File: src/rtl/serial_adder_ctrl_if.sv
// Handshake and result bundle for the bit-serial adder controller.
// Pure wiring, no latency of its own.
// No backpressure: start is a one-shot request, done is a one-cycle strobe.
interface serial_adder_ctrl_if #(
  parameter int WIDTH = 8
);
  logic             start;
  logic [WIDTH-1:0] a;
  logic [WIDTH-1:0] b;
  logic             busy;
  logic             done;
  logic [WIDTH-1:0] sum;
  logic             cout;

  // Requester side: issues operands, observes status and result
  modport master (
    output start, a, b,
    input  busy, done, sum, cout
  );

  // Adder side: consumes operands, produces status and result
  modport slave (
    input  start, a, b,
    output busy, done, sum, cout
  );
endinterface

File: src/rtl/serial_adder_ctrl.sv
// Bit-serial unsigned adder: one full-adder cell reused LSB-first across WIDTH bits.
// Latency: done rises WIDTH+1 cycles after the start cycle; one add per WIDTH+2 cycles.
// No backpressure: start is only sampled in IDLE and is dropped (not queued) otherwise.
module serial_adder_ctrl #(
  parameter int WIDTH = 8
) (
  input  logic                clk,
  input  logic                rst,
  serial_adder_ctrl_if.slave  bus
);

  // Counter reaches WIDTH-1 as its last RUN value, so one extra bit over
  // the log covers every legal WIDTH including 1 and powers of two.
  localparam int CW = $clog2(WIDTH) + 1;
  localparam logic [CW-1:0] LAST = CW'(WIDTH - 1);

  typedef enum logic [1:0] {
    S_IDLE,
    S_RUN,
    S_DONE
  } state_t;

  state_t           state;
  logic [WIDTH-1:0] ra;
  logic [WIDTH-1:0] rb;
  logic [WIDTH-1:0] ps;
  logic [WIDTH-1:0] ps_next;
  logic             c;
  logic [CW-1:0]    cnt;

  logic             busy_q;
  logic             done_q;
  logic [WIDTH-1:0] sum_q;
  logic             cout_q;

  logic             ha0_s;
  logic             ha0_c;
  logic             ha1_s;
  logic             ha1_c;
  logic             fa_c;

  // Full-adder cell on the current LSBs: two half adders with the carries ORed
  always_comb begin
    ha0_s = ra[0] ^ rb[0];
    ha0_c = ra[0] & rb[0];
    ha1_s = ha0_s ^ c;
    ha1_c = ha0_s & c;
    fa_c  = ha0_c | ha1_c;
  end

  // Partial sum fills from the top so after WIDTH shifts bit 0 sits at bit 0
  if (WIDTH == 1) begin : g_ps_w1
    assign ps_next = ha1_s;
  end else begin : g_ps_wn
    assign ps_next = {ha1_s, ps[WIDTH-1:1]};
  end

  // Controller FSM and datapath registers; busy/done/sum/cout are registered
  always_ff @(posedge clk or posedge rst) begin
    if (rst) begin
      state  <= S_IDLE;
      ra     <= '0;
      rb     <= '0;
      ps     <= '0;
      c      <= 1'b0;
      cnt    <= '0;
      busy_q <= 1'b0;
      done_q <= 1'b0;
      sum_q  <= '0;
      cout_q <= 1'b0;
    end else begin
      case (state)
        S_IDLE: begin
          if (bus.start) begin
            ra     <= bus.a;
            rb     <= bus.b;
            ps     <= '0;
            c      <= 1'b0;
            cnt    <= '0;
            busy_q <= 1'b1;
            state  <= S_RUN;
          end
        end

        S_RUN: begin
          c   <= fa_c;
          ra  <= ra >> 1;
          rb  <= rb >> 1;
          ps  <= ps_next;
          cnt <= cnt + CW'(1);
          // Result registers only move here, so they hold the old answer during RUN
          if (cnt == LAST) begin
            sum_q  <= ps_next;
            cout_q <= fa_c;
            busy_q <= 1'b0;
            done_q <= 1'b1;
            state  <= S_DONE;
          end
        end

        S_DONE: begin
          done_q <= 1'b0;
          state  <= S_IDLE;
        end

        default: begin
          busy_q <= 1'b0;
          done_q <= 1'b0;
          state  <= S_IDLE;
        end
      endcase
    end
  end

  assign bus.busy = busy_q;
  assign bus.done = done_q;
  assign bus.sum  = sum_q;
  assign bus.cout = cout_q;

endmodule

File: src/flat_wrapper.sv
// flat-port wrapper written by rule: the top's interface ports become plain ports
module serial_adder_ctrl_flat 
#(
  parameter int WIDTH = 8
)
  (clk, rst, bus_start, bus_a, bus_b, bus_busy, bus_done, bus_sum, bus_cout);
  serial_adder_ctrl_if #(.WIDTH(WIDTH)) bus_i ();
  input  logic clk;
  input  logic rst;
  input wire logic [$bits(bus_i.start)-1:0] bus_start;
  input wire logic [$bits(bus_i.a)-1:0] bus_a;
  input wire logic [$bits(bus_i.b)-1:0] bus_b;
  output wire logic [$bits(bus_i.busy)-1:0] bus_busy;
  output wire logic [$bits(bus_i.done)-1:0] bus_done;
  output wire logic [$bits(bus_i.sum)-1:0] bus_sum;
  output wire logic [$bits(bus_i.cout)-1:0] bus_cout;
  assign bus_i.start = bus_start;
  assign bus_i.a = bus_a;
  assign bus_i.b = bus_b;
  assign bus_busy = bus_i.busy;
  assign bus_done = bus_i.done;
  assign bus_sum = bus_i.sum;
  assign bus_cout = bus_i.cout;
  serial_adder_ctrl #(.WIDTH(WIDTH)) u_core (.clk(clk), .rst(rst), .bus(bus_i));
endmodule
File: config.mk
export PLATFORM = sky130hd
export DESIGN_NAME = serial_adder_ctrl_flat
export DESIGN_NICKNAME = d
export VERILOG_FILES = /design/src/rtl/serial_adder_ctrl_if.sv /design/src/rtl/serial_adder_ctrl.sv /design/src/flat_wrapper.sv
export SDC_FILE = /design/constraint.sdc
export NUM_CORES = 1
export LEC_CHECK = 0
export BUFFER_PORTS_ARGS = -buffer_cell sky130_fd_sc_hd__buf_2
export CAP_MARGIN = 0
export CORE_MARGIN = 3
export CORE_UTILIZATION = 26
export DETAILED_ROUTE_END_ITERATION = 7
export MAX_ROUTING_LAYER = met4
export PLACE_DENSITY = 0.55
export RECOVER_POWER = 100
export SYNTH_ARGS = -nofsm -noshare
export SYNTH_HDL_FRONTEND = slang
export SYNTH_SLANG_ARGS = --single-unit
export TNS_END_PERCENT = 50
File: constraint.sdc
create_clock -name clk -period 3.46 [get_ports clk]
set_input_delay 0.692 -clock clk [delete_from_list [all_inputs] [get_ports clk]]
set_output_delay 0.692 -clock clk [all_outputs]
set_load 0.01 [all_outputs]
### After elaboration in Yosys (flattened, before gate mapping)

Index checks and enable logic that the tools add are counted.

* add/sub/neg operators: 1
* multiply operators: 0
* divide/modulo/power cells: 0
* magnitude comparators: 0
* eq/ne operators: 5
* shifts and indexed selects: 0
* mux-type cells: 18
* bitwise operators: 7
* reductions and logical operators: 7

Operator list (count)
* case mux 8 bit (2 select lines): 3
* two-way mux 8 bit: 3
* case mux 4 bit (2 select lines): 1
* AND reduction 2 bit: 4
* adder 4 x 1 -> 4 bit (second input constant): 1
* == test 4 x 3 -> 1 bit (second input constant): 1
* two-way mux 1 bit: 4
* two-way mux 2 bit: 2
* two-way mux 4 bit: 1
* case mux 1 bit (2 select lines): 2
* case mux 2 bit (2 select lines): 1
* case mux 1 bit (3 select lines): 1
* AND reduction 3 bit: 1
* bitwise AND 1 bit: 2
* == test 2 x 1 -> 1 bit (second input constant): 1
* == test 2 bit (second input constant): 1
* logical NOT 2 bit: 1
* != test 2 x 1 -> 1 bit (second input constant): 1
* != test 2 bit (second input constant): 1
* NOT 1 bit: 2
* nonzero test 2 bit: 1
* XOR 1 bit: 2
* OR 1 bit: 1

* register bits: 42
* latch bits: 0
* RAM bits: 0
* ROM bits: 0
* input port bits: 19
* output and inout bits: 11
* logic and storage cells: 48
* memories: 0

### Depth between registers and ports, before layout

Gate-level depths: netlist of run 1.

* word-level depth: 4
* gate-level depth with buffers: 5
* depth with buffers taken out: 4

### Least setup slack after synthesis of run 1

Ideal clock, no wire load.

* path kind: input to register
* start point: input bus_start
* end point: register u_core.cnt[0]
* arrival time: 1.316 ns
* setup slack: 2.060 ns
* stages: 5
* path buffers: 2
* cell sequence: o21bai_1 buf_2 buf_2 nand2_1 o21ai_0

* word-level cells in the longest chain between the ends: 2

Ends and longest elaborated chain
* start: declaration: RTL line flat_wrapper.sv:10 `input wire logic [$bits(bus_i.start)-1:0] bus_start;`
* != test 2 bit (no line)
* AND reduction 2 bit (no line)
* end signal: assignment: RTL line serial_adder_ctrl.sv:90 `cnt <= cnt + CW'(1);`
* end: declaration: RTL line serial_adder_ctrl.sv:29 `logic [CW-1:0] cnt;`

No other way between the ends.
A chain may end at the register's enable or synchronous reset.

### Final worst setup path of run 1

* start point: register u_core.state[0]
* end point: register u_core.rb[6]

* word-level cells in the longest chain between the ends: 3
* elaborated cells on any way between the ends: 6

Ends and longest elaborated chain
* start: declaration: RTL line serial_adder_ctrl.sv:23 `state_t state;`
* start signal: assignment: RTL line serial_adder_ctrl.sv:61 `state <= S_IDLE;`
* start signal: assignment: RTL line serial_adder_ctrl.sv:81 `state <= S_RUN;`
* start signal: assignment: RTL line serial_adder_ctrl.sv:97 `state <= S_DONE;`
* == test 2 x 1 -> 1 bit or logical NOT 2 bit (tied branches): RTL line serial_adder_ctrl.sv:72 `case (state)`
* nonzero test 2 bit (no line) or != test 2 bit (tied branches)
* AND reduction 2 bit (no line)
* end signal: assignment: RTL line serial_adder_ctrl.sv:76 `rb <= bus.b;`
* end signal: assignment: RTL line serial_adder_ctrl.sv:88 `rb <= rb >> 1;`
* end: declaration: RTL line serial_adder_ctrl.sv:25 `logic [WIDTH-1:0] rb;`

Several ways; a longest one is shown, not always the timed one.

==> summary.txt, run 1 <==
Logic synthesis
  – Largest area contributor in the netlist: dfrtp_1
  – Ys async rst share: 100.0%
  – Post-Syn Area: 1695 um2
  – Yosys top cell area share: 60.52%
  – Average cell area after synthesis: between 10 and 15 um2
  – Commonest cells in the netlist: dfrtp_1 (41), nand2_1 (15), a22oi_1 (14)
  – Synth warnings: 0
  – Synth Flop Type: dfrtp_1
  – Number of synthesized flops with an enable pin: 0
  – Yosys cell types: 25
  – Synth Register Bits: 41
  – Count leader, synth: dfrtp_1
  – Synth area leaders: dfrtp_1 (61%), mux2_2 (6.6%), a22oi_1 (6.2%), a22o_1 (6.2%), nand2_1 (3.3%)
  – Synth Net Count: 160
  – Seq/Total Area, Yosys: between 60 and 70%
  – Mapped Cells: 139

Clock tree
  – Post-CTS sizing: 0
  – CTS sink count: roughly 40
  – Later-pin clock latency in the skew report: between 200 and 300 ps
  – Post-CTS setup buffer count: 0
  – H-tree depth: 2
  – Cts hold-fix bufs: 0
  – Worst-path clk slew: around 70 ps
  – Number of buffers created by CTS: 5
  – Root buf cell: clkbuf_8
  – CTS tree: built
  – Clock buffer depth: 2

Finish
  – Fillers: between 600 and 700
  – Post-Route Utilization: between 30% and 40%
  – Area delta synth->final: 15.65%
  – Antenna cells: 0
  – Ratio of cells with drive above 1 in the final layout: 22.02%
  – Nets: ~190
  – FF/Latch Area: 1026 um2
  – Final instance area: just under 2000 um2
  – Area of the multi-input gates: ~600 um2

GRT
  – Gr ovfl total: 0
  – GRT Util Overall: 10.85%
  – Number of global-route vias before repair: 1236
  – Antenna violations before repair: 0
  – First-pass GRT wire length: between 6 and 7 mm
  – Pin count of the biggest net entering global routing: 42

Place
  – Post-DP HPWL: 2.299 mm
  – Placer Congestion: 0.6816
  – Port-buffer cells: 29
  – Area after DPL: roughly 1900 um2

Worst setup path
  – Crit. End Element: flip-flop
  – Worst endpoint required time: between 3000 and 4000 ps
  – WP data arrival: ~2700 ps
  – CP Class: reg2reg
  – Crit path max fanout: 23
  – Critical Path Source Type: flip-flop

Timing
  – Setup TNS: 0 ps
  – Endpoints failing setup: 0
  – RSZ-0062 raised after global routing: no
  – Fin crit share: roughly 72%
  – Slew Limit Fails: 0
  – Skew final: between 2 and 2.5 ps
  – Final hold violations: 0
  – Max-slew headroom: 1.367%
  – Fmax: 0.4001 GHz
  – Clock period minus worst slack: around 2500 ps
  – Worst slew pin tran: roughly 1500 ps
  – Min Hold Slack: 490.0 ps

Floorplanning
  – CORE AREA: approximately 6000 um2
  – # rows: 28
  – IO Count: 30
  – DIE WIDTH: roughly 87 um
  – Initial Utilization: approximately 28%
  – Die height: 86.75 um
  – Die ar.: about 7500 um2

Flow run
  – Max-cap violations: 1

Hold path
  – Hold Path Class: reg2reg

Drt
  – DR vias: around 1.2k
  – DRC viols: 0
  – 1st-iter DRT viols: 92
  – Routed Antenna Nets: 0
  – Drt total wl: 3.527 mm
  – Avg WL per Cell: roughly 15 um
  – Vias per cell: roughly 4.8
  – Drt first pass iters: 4

Status
  – Run status: finished with violations
  – Failing checks: max-capacitance violations

Power
  – Tot Pwr: approximately 1700 uW
  – P per Cell Area: around 860 nW/um2
  – Max IR drop VDD: 0.3271 mV
  – Pleak: about 0.0009 uW
-- critical path, cell delays in order (launching register included) --
cell	delay, ps
dfrtp_1	660
o21bai_1	1260
buf_4	340
nand2_1	60
o21ai_0	80
-- metal layers --
metal / share of wire, % / GRT usage (%) / up-vias
met5: 0 / - / -
met4: 1.4 / 3.824 / 0
met3: 3.4 / 2.662 / 5
met2: 46 / 15.44 / 18
met1: 49 / 15.03 / 576
li1: - / - / 559
-- report_power, final --
group / internal [uW] / leakage [uW] / switching, uW
sequential: 672 / 0.000532 / 171
clock: 158 / 0.0000443 / 151
combinational: 264 / 0.000322 / 273
-- worst paths after layout --
check	start	to	slack [ps]	cells after the start
max in group asynchronous	rst	u_core.ra[5]	2570	3
min in group asynchronous	rst	u_core.bus.sum[4]	530	3
min reg2reg	u_core.ra[2]	u_core.ra[2]	490	2
max	u_core.state[0]	u_core.rb[6]	960	4
max reg2reg	u_core.state[0]	u_core.rb[6]	960	4
min	u_core.ra[2]	u_core.ra[2]	490	2
-- cells by family (layout without fill, tap and decap cells) --
kind of cell / count (synthesis) / in the layout / share of synthesized area (%)
buffers and inverters: 13 / 42 / 3.395
AOI/OAI and AO/OA: 48 / 48 / 19.34
DFF: 41 / 41 / 60.52
muxes: 10 / 10 / 6.642
and+or+nand+nor: 25 / 25 / 8.192
adders and majority gates: 2 / 2 / 1.919
-- cell type report --
class / count / share of cell area (%)
inverters: 4 / 0.7658
multi-input cells: 85 / 30.25
flip-flops and latches: 41 / 52.33
clock buffers: 7 / 4.403
repair buffers: 31 / 7.466
well taps: 75 / 4.786
-- through the flow --
| step | cells | worst slack, ps |
|---|---|---|
| 6_report | 243 | 960.5 |
| 5_1_grt | 243 | 628.0 |
| 4_1_cts | 243 | 1406 |
| 3_5_place_dp | 236 | 1435 |
| 3_3_place_gp | 236 | 1485 |
| 2_1_floorplan | 139 | 1822 |
-- state kept, by name (all words and copies together) (netlist names) --
name	cells
u_core.bus.busy	1
u_core.bus.cout	1
u_core.bus.done	1
u_core.bus.sum	8
u_core.c	1
u_core.cnt	4
u_core.ps	7
u_core.ra	8
u_core.rb	8
u_core.state	2
-- cell usage in the layout, fill, tap and decap left out, types with 2 or more instances in the layout --
cell      instances
dfrtp_1          41
a22oi_1          14
nor2_1            2
buf_2            18
nor2b_1           3
nand2_1          15
clkbuf_1         12
a22o_1           12
a21oi_1           3
buf_4             2
inv_1             4
clkbuf_8          6
o21ai_0          15
mux2_2           10
o22ai_1           2
Power figures use the tool's default switching activity.
==> run 2: changes to the inputs <==
--- a/config.mk
+++ b/config.mk
@@ -5,6 +5,7 @@
 export SDC_FILE = /design/constraint.sdc
 export NUM_CORES = 1
 export LEC_CHECK = 0
+export ABC_AREA = 1
 export BUFFER_PORTS_ARGS = -buffer_cell sky130_fd_sc_hd__buf_2
 export CAP_MARGIN = 0
 export CORE_MARGIN = 3
==> constraint.sdc (replaced) <==
create_clock -name clk -period 2.51 [get_ports clk]
set_input_delay 0.502 -clock clk [delete_from_list [all_inputs] [get_ports clk]]
set_output_delay 0.502 -clock clk [all_outputs]
set_load 0.01 [all_outputs]
==> summary.txt, run 2 <==
Status
  – Run status: completed

Timing
  – Fin crit share: 72.03% (-0.21 points)
  – Endpoints failing setup: 0 (unchanged)
  – Worst slew pin tran: 1024 ps (-452.5 ps)
  – Max-slew headroom: 31.74% (+30 points)
  – Setup TNS: 0 ps (unchanged)
  – Clock period minus worst slack: 1808 ps (-691.6 ps)
  – Min Hold Slack: 405.1 ps (-84.91 ps)
  – Slew Limit Fails: 0 (unchanged)
  – Final hold violations: 0 (unchanged)
  – RSZ-0062 raised after global routing: no
  – Fmax: 0.5531 GHz (+38%)
  – Skew final: 2.761 ps (+0.6751 ps)

Hold path
  – Hold Crit Depth: 3 (+1)
  – Hold wc startpoint: bus_a[7]
  – Hold endpoint: u_core.ra[7]
  – Hold Path Class: in2reg

Logic synthesis
  – Synth warnings: 0 (unchanged)
  – Yosys cell types: 17 (-32%)
  – Commonest cells in the netlist: nand2_1 (78), dfrtp_1 (41), nand3_1 (39)
  – Post-Syn Area: 1733 um2 (+2.2%)
  – Count leader, synth: nand2_1
  – Simple-gate portion of the synthesized area: 30.54% (+22 points)
  – Seq/Total Area, Yosys: 59.21% (-1.3 points)
  – Number of synthesized flops with an enable pin: 0 (unchanged)
  – Largest area contributor in the netlist: dfrtp_1
  – Synth Flop Type: dfrtp_1
  – XOR/XNOR share of the synthesized area: 0% (unchanged)
  – Post-synthesis adder-cell area fraction: 1.877% (-0.042 points)
  – Yosys top cell area share: 59.21% (-1.3 points)
  – Ys async rst share: 100.0% (unchanged)
  – Synth area leaders: dfrtp_1 (59%), nand2_1 (17%), nand3_1 (11%), inv_1 (2.2%), o22ai_1 (1.8%)
  – Largest family of logic cells by synthesized area: simple AND/OR/NAND/NOR gates
  – Mapped Cells: 197 (+42%)
  – Mux share of post-synthesis cell area: 0% (-6.6 points)
  – Average cell area after synthesis: 8.797 um2 (-28%)
  – Post-synthesis compound-gate area fraction: 2.960% (-16 points)
  – Synth Register Bits: 41 (unchanged)
  – Synth Net Count: 218 (+36%)

Power
  – Pleak: 0.001043 uW (+16%)
  – P per Cell Area: 1166 nW/um2 (+35%)
  – Max IR drop VDD: 0.3232 mV (-1.2%)

Floorplanning
  – IO Count: 30 (unchanged)
  – DIE WIDTH: 87.64 um (+1.0%)
  – # rows: 29 (+3.6%)
  – CORE AREA: 6422 um2 (+4.8%)
  – Die height: 87.64 um (+1.0%)
  – Initial Utilization: 26.98% (-0.67 points)
  – Die ar.: 7681 um2 (+2.1%)

Place
  – Placer Congestion: 0.7143 (+4.8%)
  – Port-buffer cells: 29 (unchanged)
  – Post-DP HPWL: 2.343 mm (+1.9%)

Drt
  – Top sig layer: met4
  – 1st-iter DRT viols: 67 (-27%)
  – Vias per cell: 4.431 (-7.0%)
  – DRC viols: 0 (unchanged)
  – M1 WL: 1.764 mm (+1.8%)
  – Drt total wl: 3.613 mm (+2.4%)
  – Avg WL per Cell: 11.81 um (-19%)
  – Met3 routed WL: 198 um (+65%)
  – Met2 WL: 1.573 mm (-3.0%)
  – Drt first pass iters: 4 (unchanged)
  – DR vias: 1356 (+17%)
  – Routed Antenna Nets: 0 (unchanged)

Worst setup path
  – Crit-path cells: inv_1, nand2_1, nor2_1, nand2_1, nand2_1
  – Buf/Inv on CP: 1 (unchanged)
  – CP Class: reg2reg
  – Critical Path Source Type: flip-flop
  – WP data arrival: 2040 ps (-650 ps)
  – CP max stage cell: nor2_1
  – Worst endpoint required time: 2740 ps (-910 ps)
  – Reg2reg path depth: 5 (+1)
  – Flop-to-flop setup slack: 700 ps (-260 ps)
  – Most common cell on crit path: nand2_1
  – Crit path max fanout: 18 (-22%)
  – FF-to-FF End: u_core.bus.sum[3]
  – CP peak stage delay: 670 ps (-590 ps)
  – Reg-to-Reg Start: u_core.state[1]
  – Crit. End Element: flip-flop
  – Critical path's top delay family: simple AND/OR/NAND/NOR gates

Clock tree
  – Cts hold-fix bufs: 0 (unchanged)
  – Clock buffer depth: 2 (unchanged)
  – Root buf cell: clkbuf_8
  – CTS sink count: 41 (unchanged)
  – Worst-path clk slew: 80 ps (about the same)
  – Later-pin clock latency in the skew report: 290 ps (about the same)
  – CTS tree: built
  – Number of buffers created by CTS: 5 (unchanged)
  – Post-CTS sizing: 0 (unchanged)
  – H-tree depth: 2 (unchanged)
  – Post-CTS setup buffer count: 0 (unchanged)

Finish
  – Most frequent cells in the layout: nand2_1 (79), dfrtp_1 (41), nand3_1 (39)
  – Area delta synth->final: 16.75%
  – Antenna cells: 0 (unchanged)
  – Ratio of cells with drive above 1 in the final layout: 13.54% (-8.5 points)
  – Post-Route Utilization: 31.50% (-0.48 points)
  – Leading cell type in the layout, fill and taps excluded: nand2_1
  – Nets: 249 (+32%)

GRT
  – First-pass GRT wire length: 6.320 mm (+0.88%)
  – Antenna violations before repair: 0 (unchanged)
  – GRT Util Overall: 10.89% (+0.035 points)
  – Gr ovfl total: 0 (unchanged)
  – Number of global-route vias before repair: 1439 (+16%)
  – Pin count of the biggest net entering global routing: 42 (unchanged)

Flow run
  – Max-cap violations: 0 (-1)
==> run 2: how the worst max path moves through the flow <==
stage / startpoint / depth (start not counted) / end
6_report: u_core.state[1] / 5 / u_core.bus.sum[3]
5_1_grt: u_core.state[1] / 5 / u_core.bus.sum[6]
4_1_cts: u_core.state[1] / 5 / u_core.rb[6]
3_5_place_dp: bus_start / 4 / u_core.ps[4]
3_3_place_gp: bus_start / 4 / u_core.ps[2]
2_1_floorplan: rst / 1 / u_core.bus.busy
==> run 2: cell type report <==
class	count	area, um2
Clock buffer	7	96.34
Clock inverter	1	5.005
Fill cell	717	4399
Inverter	13	48.80
Multi-Input combinational cell	135	603.1
Sequential cell	41	1026
Tap cell	77	96.34
Timing Repair Buffer	32	147.6
==> run 2: cells by family (layout without fill, tap and decap cells) <==
| group | after synthesis | after routing |
|---|---|---|
| compound gates | 9 | 9 |
| flops | 41 | 41 |
| simple gates | 124 | 124 |
| buf+inv | 21 | 53 |
| fa+ha+maj | 2 | 2 |
==> run 2: through the flow <==
stage	area (um2)	power [uW]	instances	setup WS (ps)
floorplan	1733	1720	197	1062
global placement	1952	1938	298	859.9
detailed placement	1952	1956	298	815.4
CTS	2053	2440	306	951.0
global route	2023	2587	306	483.7
finish	2023	2359	306	702.1
==> run 2: per-layer routing <==
layer | track usage [%] | vias to the layer above
li1 | - | 688
met1 | 12.63 | 626
met2 | 17.19 | 35
met3 | 3.104 | 7
met4 | 5.439 | 0
met5 | - | -
==> run 2: power by group <==
| group | switching (uW) | internal (uW) |
|---|---|---|
| sequential | 167 | 938 |
| combinational | 499 | 282 |
| clock | 224 | 249 |
==> run 2: worst reg2reg max path: stages, from the launching register on <==
cell	delay, ps
dfrtp_1	390
inv_1	110
nand2_1	370
nor2_1	670
nand2_1	120
nand2_1	80
